### src/rtl/axi4_reg_bridge.sv
`timescale 1ns / 1ps
// AXI4 slave that splits INCR/FIXED bursts into single-beat register-bus accesses.
// One transaction in flight; reads and writes alternate priority when both are pending.
module axi4_reg_bridge #(
  parameter int unsigned       ADDR_W    = 31,
  parameter int unsigned       ID_W      = 4,
  parameter int unsigned       DATA_W    = 64,
  parameter logic [ADDR_W-1:0] ADDR_MASK = ADDR_W'(32'h0000_FFFF)
) (
  input  logic                clock,
  input  logic                reset,
  output logic                axi4_aw_ready,
  input  logic                axi4_aw_valid,
  input  logic [ID_W-1:0]     axi4_aw_id,
  input  logic [ADDR_W-1:0]   axi4_aw_addr,
  input  logic [7:0]          axi4_aw_len,
  input  logic [2:0]          axi4_aw_size,
  input  logic [1:0]          axi4_aw_burst,
  output logic                axi4_w_ready,
  input  logic                axi4_w_valid,
  input  logic [DATA_W-1:0]   axi4_w_data,
  input  logic [DATA_W/8-1:0] axi4_w_strb,
  input  logic                axi4_w_last,
  input  logic                axi4_b_ready,
  output logic                axi4_b_valid,
  output logic [ID_W-1:0]     axi4_b_id,
  output logic [1:0]          axi4_b_resp,
  output logic                axi4_ar_ready,
  input  logic                axi4_ar_valid,
  input  logic [ID_W-1:0]     axi4_ar_id,
  input  logic [ADDR_W-1:0]   axi4_ar_addr,
  input  logic [7:0]          axi4_ar_len,
  input  logic [2:0]          axi4_ar_size,
  input  logic [1:0]          axi4_ar_burst,
  input  logic                axi4_r_ready,
  output logic                axi4_r_valid,
  output logic [ID_W-1:0]     axi4_r_id,
  output logic [DATA_W-1:0]   axi4_r_data,
  output logic [1:0]          axi4_r_resp,
  output logic                axi4_r_last,
  output logic                reg_req_valid,
  input  logic                reg_req_ready,
  output logic                reg_we,
  output logic [ADDR_W-1:0]   reg_addr,
  output logic [DATA_W-1:0]   reg_wdata,
  output logic [DATA_W/8-1:0] reg_wstrb,
  input  logic                reg_rsp_valid,
  input  logic [DATA_W-1:0]   reg_rdata,
  input  logic                reg_err
);

  typedef enum logic [2:0] {
    StIdle, StRdReq, StRdWait, StRdResp, StWrData, StWrReq, StWrWait, StWrResp
  } state_e;

  state_e                state_q, state_d;
  logic                  prio_q, prio_d;  // 0: write wins a tie, 1: read wins
  logic [ID_W-1:0]       id_q, id_d;
  logic [ADDR_W-1:0]     addr_q, addr_d;
  logic [7:0]            cnt_q, cnt_d;
  logic [2:0]            size_q, size_d;
  logic [1:0]            burst_q, burst_d;
  logic                  bad_q, bad_d;
  logic                  err_q, err_d;
  logic                  pend_q, pend_d;  // response already seen during request acceptance
  logic [DATA_W-1:0]     data_q, data_d;
  logic [DATA_W/8-1:0]   strb_q, strb_d;

  logic              grant_wr, grant_rd, aw_bad, ar_bad;
  logic [ADDR_W-1:0] addr_nxt;

  assign grant_wr = axi4_aw_valid & (~axi4_ar_valid | ~prio_q);
  assign grant_rd = axi4_ar_valid & (~axi4_aw_valid | prio_q);
  assign aw_bad   = (axi4_aw_size > 3'd3) || (axi4_aw_burst == 2'b11);
  assign ar_bad   = (axi4_ar_size > 3'd3) || (axi4_ar_burst == 2'b11);
  assign addr_nxt = (burst_q == 2'b00) ? addr_q : addr_q + (ADDR_W'(1) << size_q);

  assign axi4_b_id   = id_q;
  assign axi4_r_id   = id_q;
  assign axi4_r_data = data_q;
  assign axi4_b_resp = (state_q == StWrResp && err_q) ? 2'b10 : 2'b00;
  assign axi4_r_resp = (state_q == StRdResp && err_q) ? 2'b10 : 2'b00;
  assign axi4_r_last = (state_q == StRdResp) && (cnt_q == 8'd0);
  assign reg_addr    = addr_q & ADDR_MASK;
  assign reg_wdata   = data_q;
  assign reg_wstrb   = strb_q;

  always_comb begin
    state_d = state_q;  prio_d  = prio_q;  id_d   = id_q;   addr_d = addr_q;
    cnt_d   = cnt_q;    size_d  = size_q;  burst_d = burst_q;
    bad_d   = bad_q;    err_d   = err_q;   pend_d = pend_q;
    data_d  = data_q;   strb_d  = strb_q;
    axi4_aw_ready = 1'b0;  axi4_ar_ready = 1'b0;  axi4_w_ready  = 1'b0;
    axi4_b_valid  = 1'b0;  axi4_r_valid  = 1'b0;
    reg_req_valid = 1'b0;  reg_we        = 1'b0;

    unique case (state_q)
      StIdle: begin
        axi4_aw_ready = grant_wr;
        axi4_ar_ready = grant_rd;
        if (grant_wr) begin
          id_d   = axi4_aw_id;    addr_d  = axi4_aw_addr;  cnt_d = axi4_aw_len;
          size_d = axi4_aw_size;  burst_d = axi4_aw_burst;
          bad_d  = aw_bad;        err_d   = aw_bad;        pend_d = 1'b0;
          prio_d = ~prio_q;       state_d = StWrData;
        end else if (grant_rd) begin
          id_d   = axi4_ar_id;    addr_d  = axi4_ar_addr;  cnt_d = axi4_ar_len;
          size_d = axi4_ar_size;  burst_d = axi4_ar_burst;
          bad_d  = ar_bad;        err_d   = ar_bad;        pend_d = 1'b0;
          data_d = '0;            prio_d  = ~prio_q;       state_d = StRdReq;
        end
      end
      StRdReq: begin
        if (bad_q) begin
          state_d = StRdResp;
        end else begin
          reg_req_valid = 1'b1;
          if (reg_req_ready) begin
            state_d = StRdWait;
            if (reg_rsp_valid) begin
              data_d = reg_rdata;  err_d = reg_err;  pend_d = 1'b1;
            end
          end
        end
      end
      StRdWait: begin
        if (pend_q) begin
          pend_d = 1'b0;  state_d = StRdResp;
        end else if (reg_rsp_valid) begin
          data_d = reg_rdata;  err_d = reg_err;  state_d = StRdResp;
        end
      end
      StRdResp: begin
        axi4_r_valid = 1'b1;
        if (axi4_r_ready) begin
          if (cnt_q == 8'd0) begin
            state_d = StIdle;
          end else begin
            cnt_d = cnt_q - 8'd1;  addr_d = addr_nxt;  state_d = StRdReq;
          end
        end
      end
      StWrData: begin
        axi4_w_ready = 1'b1;
        if (axi4_w_valid) begin
          data_d = axi4_w_data;
          strb_d = axi4_w_strb;
          if (axi4_w_last && cnt_q != 8'd0) err_d = 1'b1;
          if (!bad_q) begin
            state_d = StWrReq;
          end else if (cnt_q == 8'd0) begin
            state_d = StWrResp;
          end else begin
            cnt_d = cnt_q - 8'd1;  addr_d = addr_nxt;
          end
        end
      end
      StWrReq: begin
        reg_req_valid = 1'b1;
        reg_we        = 1'b1;
        if (reg_req_ready) begin
          state_d = StWrWait;
          if (reg_rsp_valid) begin
            err_d = err_q | reg_err;  pend_d = 1'b1;
          end
        end
      end
      StWrWait: begin
        if (pend_q || reg_rsp_valid) begin
          pend_d = 1'b0;
          if (!pend_q) err_d = err_q | reg_err;
          if (cnt_q == 8'd0) begin
            state_d = StWrResp;
          end else begin
            cnt_d = cnt_q - 8'd1;  addr_d = addr_nxt;  state_d = StWrData;
          end
        end
      end
      StWrResp: begin
        axi4_b_valid = 1'b1;
        if (axi4_b_ready) state_d = StIdle;
      end
      default: state_d = StIdle;
    endcase

    // Handshake outputs stay low for the whole reset pulse, even if valids are high.
    if (reset) begin
      axi4_aw_ready = 1'b0;  axi4_ar_ready = 1'b0;  axi4_w_ready  = 1'b0;
      axi4_b_valid  = 1'b0;  axi4_r_valid  = 1'b0;
      reg_req_valid = 1'b0;  reg_we        = 1'b0;
    end
  end

  always_ff @(posedge clock or posedge reset) begin
    if (reset) begin
      state_q <= StIdle;  prio_q  <= 1'b0;  id_q  <= '0;   addr_q <= '0;
      cnt_q   <= '0;      size_q  <= '0;    burst_q <= '0;
      bad_q   <= 1'b0;    err_q   <= 1'b0;  pend_q <= 1'b0;
      data_q  <= '0;      strb_q  <= '0;
    end else begin
      state_q <= state_d;  prio_q  <= prio_d;  id_q  <= id_d;    addr_q <= addr_d;
      cnt_q   <= cnt_d;    size_q  <= size_d;  burst_q <= burst_d;
      bad_q   <= bad_d;    err_q   <= err_d;   pend_q <= pend_d;
      data_q  <= data_d;   strb_q  <= strb_d;
    end
  end

endmodule

### config.mk
export PLATFORM = sky130hd
export DESIGN_NAME = axi4_reg_bridge
export DESIGN_NICKNAME = d
export VERILOG_FILES = /design/src/rtl/axi4_reg_bridge.sv
export SDC_FILE = /design/constraint.sdc
export NUM_CORES = 1
export LEC_CHECK = 0
export ABC_AREA = 1
export BUFFER_PORTS_ARGS = -buffer_cell sky130_fd_sc_hd__buf_2
export CAP_MARGIN = 10
export CORE_AREA = 2 2 165 167
export CTS_BUF_LIST = sky130_fd_sc_hd__clkbuf_8 sky130_fd_sc_hd__clkbuf_16
export CTS_CLUSTER_DIAMETER = 200
export DETAILED_ROUTE_END_ITERATION = 10
export DIE_AREA = 0 0 167 169
export PLACE_DENSITY = 0.56
export SYNTH_ARGS = -nofsm -noshare
export SYNTH_HDL_FRONTEND = slang
export SYNTH_SLANG_ARGS = --single-unit
### constraint.sdc
create_clock -name clock -period 3.57 [get_ports clock]
set_clock_uncertainty 0.2 [all_clocks]
set_input_delay 0.5355 -clock clock [delete_from_list [all_inputs] [get_ports clock]]
set_output_delay 0.5355 -clock clock [all_outputs]
set_load 0.02 [all_outputs]
* Word-level counts from Yosys, hierarchy flattened
Cells that the tools add are included.
** Storage, ports and cells
- ROM bits :: 0
- Bits in registers :: 127
- Input bits :: 243
- Output and inout bits :: 187
- Latch bits :: 0
- Logic and storage cells :: 161
- Memories kept :: 0
- RAM bits :: 0
** Cells by class
- Shifts and indexed selects :: 1
- Reductions and logical operators :: 23
- Mux-type cells :: 86
- Div/mod/pow operators :: 0
- Equal/unequal tests :: 27
- $lt $le $gt $ge :: 2
- $add $sub $neg :: 2
- Bitwise operators :: 8
- $mul :: 0
** Operator list (number)
- 64-bit 2-to-1 mux :: 7
- 64-bit case mux with 4 select lines :: 1
- 31-bit 2-to-1 mux :: 8
- 31-bit case mux with 4 select lines :: 1
- 8-bit 2-to-1 mux :: 7
- 3-bit 2-to-1 mux :: 15
- 1-bit 2-to-1 mux :: 35
- 8-bit case mux with 4 select lines :: 1
- 31-bit adder :: 1
- 1-bit by 3-bit left shift with 31-bit output (first input constant) :: 1
- 2-bit inequality test (second input constant) :: 14
- 3-bit case mux with 8 select lines :: 1
- 3-bit equality test (second input constant) :: 4
- 3-bit inequality test (second input constant) :: 4
- 11-bit AND reduction :: 1
- 2-bit 2-to-1 mux :: 5
- 9-bit AND reduction :: 1
- 8-bit zero test :: 1
- 4-bit 2-to-1 mux :: 2
- 4-bit nonzero test :: 2
- 8-bit nonzero test :: 1
- 8-bit by 1-bit subtractor with 8-bit output (second input constant) :: 1
- 7-bit AND reduction :: 1
- 3-bit by 2-bit equality test with 1-bit output (second input constant) :: 2
- 19 further kinds :: 32

* Logic depth before layout (Yosys ltp)
Gate-level depths: netlist of the first run.
- Depth after elaboration :: 7
- Gate-level depth with buffers :: 13
- Mapped depth without buffers :: 13

* Least setup slack after synthesis of the first run
Ideal clock, no wire load.
- Kind :: reg2reg
- Start :: register addr_q[0]
- End :: register addr_q[12]
- Cell stages (with the launch flop) :: 12
- Data arrival time :: 1739 ps
- Setup time :: 116 ps
- Clock period less this slack :: 2055 ps
- Setup slack :: 1515 ps
- Path through :: dfrtp_1 -> ha_1 -> fa_1 -> nand2_1 -> nand2_1 -> and2_1 -> nand2_1 -> nand2_1 -> nand3b_1 -> nand3_1 -> nand2_1 -> nand2_1
** Between the ends
- Cells in the longest elaborated chain, start to end :: 6
- Elaborated cells between the ends (all ways) :: 8
- Those cells by class :: add/sub (1); mux (7)
** RTL lines
- from (decl) :: line 59 : logic [ADDR_W-1:0] addr_q, addr_d;
- from (signal assigned) :: line 201 : state_q <= state_d; prio_q <= prio_d; id_q <= id_d; addr_q <= addr_d;
- 31-bit adder (*) :: line 76 : assign addr_nxt = (burst_q == 2'b00) ? addr_q : addr_q + (ADDR_W'(1) << size_q);
- 31-bit 2-to-1 mux (*) :: line 76
- 31-bit 2-to-1 mux (*) :: line 136, 151, 172
- 31-bit 2-to-1 mux :: line 149 : if (!bad_q) begin
- 31-bit 2-to-1 mux :: line 145 : if (axi4_w_valid) begin
- 31-bit case mux with 4 select lines (*) :: line 97 : unique case (state_q)
Mark *: on every way between the ends. The rest lies on a longest branch, timed or not. The select of a mux whose other input is x is not followed.
A chain may end at the register's enable or synchronous reset.

* Worst setup path after layout of the first run
- Start :: register state_q[2]
- End :: register addr_q[8]
** Between the ends
- Cells in the longest elaborated chain, start to end :: 3
- Elaborated cells between the ends (all ways) :: 12
- Those cells by class :: eq/ne (8); mux (1); reduce/logical (3)
** RTL lines
- from (decl) :: line 56 : state_e state_q, state_d;
- from (signal assigned) :: line 201
- 3-bit by 2-bit equality test with 1-bit output, or another cell as far along :: line 97
- 4-bit nonzero test (no line), or another cell as far along
- 6-bit AND reduction (no line)
Several ways; a longest one is shown, not always the timed one.

==> results of run 1 <==
cells in the mapped netlist, types with 8 or more instances:
cell        n  area share, %
nand2_1   324             16
dfrtp_1   112             37
nand3_1   112            7.3
buf_4      94            9.2
nor2_1     87            4.3
a22o_1     64            7.3
inv_1      55            2.7
o21ai_0    29            1.9
buf_2      22            1.4
clkbuf_1   19           0.93
nor3_1     11           0.72
or2_2      11           0.90
ha_1        9            1.5
o21ai_1     9           0.59
a21oi_1     8           0.52
mux2_2      8            1.2
power breakdown:
group          internal [uW]  switching (uW)  total, uW
combinational           1860            3860       5720
sequential              1800             486       2290
clock                    500             548       1050
total                   4160            4890       9050
final cells by class:
class | count | area share, %
Tap cell | 341 | 4.47
Clock inverter | 7 | 0.761
Antenna cell | 3 | 0.0787
Clock buffer | 9 | 2.36
Inverter | 62 | 2.48
Timing Repair Buffer | 392 | 21.0
Multi-Input combinational cell | 746 | 39.5
Sequential cell | 112 | 29.4
routing by layer:
layer | track usage, % | wire [um]
met1 | 23.3 | 11300
met2 | 30.3 | 12900
met3 | 3.95 | 1740
met4 | 5.43 | 501
met5 | 0 | 0
state kept, by name, summed over array words and instances, names as in the netlist, 2 cells and up:
register	flops
axi4_r_data	64
addr_q	16
cnt_q	8
reg_wstrb	8
axi4_b_id	4
size_q	3
state_q	3
burst_q	2
stage by stage:
step                      power [uW]  util, %
final                           9050     36.0
after global routing            9860     36.0
after CTS                       9150     36.0
after detailed placement        8040     34.8
after global placement          8000     34.8
after floorplan                 6780        -
worst paths after layout:
kind / depth (start not counted) / startpoint / endpoint
min in group asynchronous: 3 / reset / reg_wstrb[2]$_DFFE_PP0P_
worst min register to register: 1 / prio_q$_DFFE_PP0P_ / prio_q$_DFFE_PP0P_
worst min-delay path: 2 / axi4_w_strb[4] / reg_wstrb[4]$_DFFE_PP0P_
worst max-delay path: 8 / state_q[2]$_DFFE_PP0P_ / addr_q[8]$_DFFE_PP0P_
max in group asynchronous: 3 / reset / axi4_r_data[8]$_DFFE_PP0P_
worst max register to register: 8 / state_q[2]$_DFFE_PP0P_ / addr_q[8]$_DFFE_PP0P_
kinds of logic after synthesis:
group | count (synthesis)
mux | 8
fa+ha+maj | 10
flops | 112
other cells | 1
simple gates | 572
xor+xnor | 7
buf+inv | 201
compound gates | 132
==> results.toml, run 1 <==
[logic_synthesis]
synth-simple-area-share_pct = 31.8
synth.mux.area_fraction_pct = 1.17
synthArstFlopShare_pct = 100
synth_ff_type = "dfrtp_1"
syn_area_um2 = 7670
synth_cells = 1043
yosysSeqAreaShare_pct = 36.5
synth_cell_type_count = 43
synth_adder_area_share_pct = 1.73
synth_top_family_by_area = "simple AND/OR/NAND/NOR gates"
syn_area_per_cell_um2 = 7.35
synth_xor_area_share_pct = 0.799
synth_warnings = 0
synth_seq_cells = 112
synth_compound_area_share_pct = 12.8
synth_edf_count = 0

[clocking]
post_cts_resize_count = 0
clkTransAtPathRegs_ns = 0.08
cts_max_path_buffers = 2
htree_num_levels = 3
cts_tree = "built"
clkLatencyLatePin_ns = 0.36
numCtsBuffers = 9
cts_setup_buffers = 0
clockRootBuffer = "clkbuf_16"
postCtsHoldBufs = 0
cts.sinks = 112

[routing]
first_iter_violations = 470
vias = 7686
wl_per_cell_um = 15.8
first_pass_iters = 4
vias_per_cell = 4.60
drc = 0
postRouteWirelength_mm = 26.4
antenna_left = 0

[sta]
fin_hold_ws_ns = 0.204
slew_violations = 0
post-route-period-util_pct = 84.0
worst_pin_slew_ns = 0.867
worst_slack_ns = 0.573
fin_crit_ns = 3.00
fin_tns_setup_ns = 0
finalHoldViolations = 0
setup_viol = 0
slew_headroom_pct = 42.2
max_clock_freq_ghz = 0.334
rsz0062_at_grt = "false"

[setup_path]
slowest_delay_ns = 0.69
worstPathMaxFanout = 24
cp_cell_sequence = "inv_2 -> nand2_2 -> nand3_1 -> o21ai_1 -> nand3_2 -> inv_1 -> nand3_1 -> nand2_1"
worst_setup_path_start_kind = "register"
required_ns = 3.67
crit_buf_inv = 2
rrSetupSlack_ns = 0.57
path_delay_family = "simple AND/OR/NAND/NOR gates"
critical_path_class = "register to register"
critPathSlowestCell = "dfrtp_1"
worstSetupEndpointType = "register"
cp_data_arrival_time_ns = 3.10
cp_common_cell = "nand3_1"

[grt]
grt_max_degree = 67
overflow = 0
antenna_found_initial = 3
track_usage_pct = 18.1
grt_first_pass_wirelength_mm = 40.3
grt_pass1_vias = 7186

[floorplanning]
die_w_um = 167
pin_count = 430
start_util_pct = 28.9
core_area_um2 = 26500
die_y_um = 169
fp.dieArea_um2 = 28200
rows = 60

[cells_and_area]
final_common_cell = "buf_2"
finalInstanceArea_um2 = 9540
instances_no_fill = 1672
fin_nets = 1576
final_cell_mix = "buf_2 (382), nand2_1 (324), nand3_1 (112), dfrtp_1 (112), nor2_1 (87)"
multi_input_area_um2 = 3770
areaGrowthSynthToFinish_pct = 24.4
fill_cells = 2873
drive_above_1_share_pct = 33.8
area.sequential_um2 = 2800

[outcome]
status = "complete, no violations"

[power]
p_leak_uw = 0.00558
ir_worst_vdd_mv = 0.677
p_per_area_nw_per_um2 = 949

[job]
maxCapViolCount = 0

[hold_path]
min_path_type = "input pin to register"

[placement]
place_area_um2 = 9230
hpwl_mm = 20.2
gp_congestion = 0.879
port_buffers = 382
place_ws_ns = 0.598
dp_cells = 1653
No activity file was read; power rests on OpenSTA's default activity.
==> inputs of run 2 (changes only) <==
==> config.mk (replaced) <==
export PLATFORM = sky130hd
export DESIGN_NAME = axi4_reg_bridge
export DESIGN_NICKNAME = d
export VERILOG_FILES = /design/src/rtl/axi4_reg_bridge.sv
export SDC_FILE = /design/constraint.sdc
export NUM_CORES = 1
export LEC_CHECK = 0
export ABC_AREA = 0
export BUFFER_PORTS_ARGS = -buffer_cell sky130_fd_sc_hd__buf_2
export CAP_MARGIN = 10
export CORE_AREA = 2 2 167 169
export CTS_BUF_LIST = sky130_fd_sc_hd__clkbuf_8 sky130_fd_sc_hd__clkbuf_16
export CTS_CLUSTER_DIAMETER = 200
export DETAILED_ROUTE_END_ITERATION = 10
export DIE_AREA = 0 0 169 171
export PLACE_DENSITY = 0.53
export SYNTH_ARGS = -nofsm -noshare
export SYNTH_HDL_FRONTEND = slang
export SYNTH_SLANG_ARGS = --single-unit
==> constraint.sdc (replaced) <==
create_clock -name clock -period 2.7 [get_ports clock]
set_clock_uncertainty 0.2 [all_clocks]
set_input_delay 0.405 -clock clock [delete_from_list [all_inputs] [get_ports clock]]
set_output_delay 0.405 -clock clock [all_outputs]
set_load 0.02 [all_outputs]
==> run 2 against run 1 <==
Against the previous run: combinational power increased by 48%; core utilization decreased by 0.34 points; die area increased by 2.4%; critical path depth increased by 1; first-iteration DRC count decreased by 8.5%; worst hold slack got worse by 0.13 ns; maximum frequency increased by 12%; register-to-register slack got worse by 0.54 ns.
==> results.toml, run 2 <==
[setup_path]
rrSetupSlack_ns = 0.03
cp_data_arrival_time_ns = 2.71
required_ns = 2.74
r2r_end = "addr_q[14]$_DFFE_PP0P_"
worst_setup_path_start_kind = "register"
worstPathMaxFanout = 6
crit_end = "addr_q[14]$_DFFE_PP0P_"
worstSetupEndpointType = "register"
critical_path_class = "register to register"
reg2reg_from = "size_q[0]$_DFFE_PP0P_"
worst-r2r-cell-count = 9
crit_start = "size_q[0]$_DFFE_PP0P_"

[placement]
hpwl_mm = 19.6
gp_congestion = 0.865
place_ws_ns = -0.0587
place_area_um2 = 9280
port_buffers = 382

[floorplanning]
fp.dieArea_um2 = 28900
pin_count = 430
die_w_um = 169
start_util_pct = 27.0
die_y_um = 171
rows = 61
core_area_um2 = 27300

[sta]
rsz0062_at_grt = "true"
max_clock_freq_ghz = 0.374
post-route-period-util_pct = 98.9
setup_viol = 0
worst_slack_ns = 0.0297
slew_violations = 0
worst_pin_slew_ns = 0.709
fin_hold_ws_ns = 0.0737
finalHoldViolations = 0
fin_crit_ns = 2.67
slew_headroom_pct = 52.7

[power]
switchingPower_uw = 6070
pwr-share-clk_pct = 10.7
netSwitchingFraction_pct = 46.6
p_per_area_nw_per_um2 = 1340
ir_worst_vdd_mv = 0.474
seq_power_share_pct = 24.4
intPower_uw = 6970
combPwrFrac_pct = 64.8
p_leak_uw = 0.00521

[cells_and_area]
finalInstanceArea_um2 = 9740
fin_nets = 1309
areaGrowthSynthToFinish_pct = 32.3
area.sequential_um2 = 2810
final_cell_mix = "buf_2 (382), dfrtp_1 (108), nand2_1 (85)"
final_common_cell = "buf_2"
final_util_pct = 35.7
fill_cells = 2832
drive_above_1_share_pct = 51.7
largest_reg_flops = 64
multi_input_area_um2 = 3830

[clocking]
cts.sinks = 112
clkLatencyLatePin_ns = 0.36
postCtsHoldBufs = 0
cts_tree = "built"
clkTransAtPathRegs_ns = 0.09
cts_max_path_buffers = 2
clockRootBuffer = "clkbuf_16"
htree_num_levels = 3
numCtsBuffers = 9

[grt]
grt_max_degree = 113
antenna_found_initial = 1
track_usage_pct = 16.4
grt_pass1_vias = 6332
overflow = 0
grt_first_pass_wirelength_mm = 36.4

[logic_synthesis]
synth_seq_cells = 112
synth_common_cells = "dfrtp_1 (112), buf_4 (88), nand2_1 (87)"
synth_cell_type_count = 65
synth_most_common_cell = "dfrtp_1"
synth_top_area_share_pct = 38.1
syn_area_per_cell_um2 = 10.0
synth_ff_type = "dfrtp_1"
synth_area_leader_cell = "dfrtp_1"
synth_edf_count = 0
synth_warnings = 0
yosysSeqAreaShare_pct = 38.1
syn_area_um2 = 7360
synthArstFlopShare_pct = 100
synth_area_leaders = "dfrtp_1 (38%), mux2_4 (12%), buf_4 (9.0%)"
synth_cells = 736

[routing]
drc = 0
vias = 6549
postRouteWirelength_mm = 25.0
antenna_left = 0
vias_per_cell = 4.65
first_iter_violations = 430
wl_per_cell_um = 17.7
first_pass_iters = 4

[outcome]
status = "complete, no violations"

[hold_path]
min_path_type = "input pin to register"

[job]
maxCapViolCount = 0
==> run 2: worst min-delay path by stage <==
| stage | start | end | slack [ns] | cells after the start |
|---|---|---|---|---|
| floorplan | err_q$_DFFE_PP0P_ | err_q$_DFFE_PP0P_ | 0.27 | 1 |
| global placement | reg_wstrb[3]$_DFFE_PP0P_ | reg_wstrb[3]$_DFFE_PP0P_ | 0.29 | 1 |
| detailed placement | reg_wstrb[3]$_DFFE_PP0P_ | reg_wstrb[3]$_DFFE_PP0P_ | 0.29 | 1 |
| CTS | axi4_w_strb[6] | reg_wstrb[6]$_DFFE_PP0P_ | 0.06 | 2 |
| global route | axi4_w_strb[6] | reg_wstrb[6]$_DFFE_PP0P_ | 0.05 | 2 |
| finish | axi4_w_strb[6] | reg_wstrb[6]$_DFFE_PP0P_ | 0.07 | 2 |
==> run 2: per-stage QoR <==
step	TNS, ns	total power, uW	std cells
final	0	13000	1408
after global routing	-0.305	14000	1407
after CTS	-0.00919	13000	1404
after detailed placement	-0.0587	11600	1387
after global placement	-0.0158	11500	1387
after floorplan	-0.589	9460	752
==> run 2: timing repair <==
item                       CTS  global route
buffers inserted             1             3
resized for setup            7            23
setup endpoints to repair    4             7
pin swaps                    0             9
==> run 2: layout make-up <==
class	count	share of cell area (%)
diodes	1	0.0257
clock buffers	9	2.31
clock inverters	7	0.732
inverters	8	0.347
multi-input cells	501	39.3
flip-flops and latches	112	28.8
well taps	346	4.44
repair buffers	424	24.0
==> run 2: kinds of logic after synthesis <==
logic type               share of synthesized area (%)
AO/OA/AOI/OAI                                     19.9
AND/OR/NAND/NOR                                   11.6
buffers and inverters                             12.6
flip-flops                                        38.1
multiplexers                                      15.2
adder cells (fa/ha/maj)                           1.80
XOR/XNOR                                         0.714
other                                           0.0509
==> run 2: critical path: stages (launching register included) <==
cell and delay, ns:
dfrtp_1 0.42, buf_6 0.14, nor3b_2 0.25, ha_4 0.26
a21oi_2 0.16, o211ai_1 0.13, o41a_1 0.45, and3_4 0.20
o21a_1 0.16, o22a_1 0.18
==> run 2: layer usage <==
layer  GRT usage, %  share of wire (%)  vias to the layer above
met3           3.89                6.7                       14
met2           29.0                 51                      254
li1               -                  -                     3192
met4           2.86                1.1                        0
met1           20.7                 41                     3089
met5              0                  0                        -
==> run 2: power groups by stage <==
stage | combinational [uW] | clock, uW | sequential, uW
global placement | 8310 | 0 | 3170
floorplan | 5860 | 0 | 3590
finish | 8460 | 1400 | 3190
detailed placement | 8380 | 0 | 3170
CTS | 8400 | 1460 | 3160
global route | 9170 | 1540 | 3300
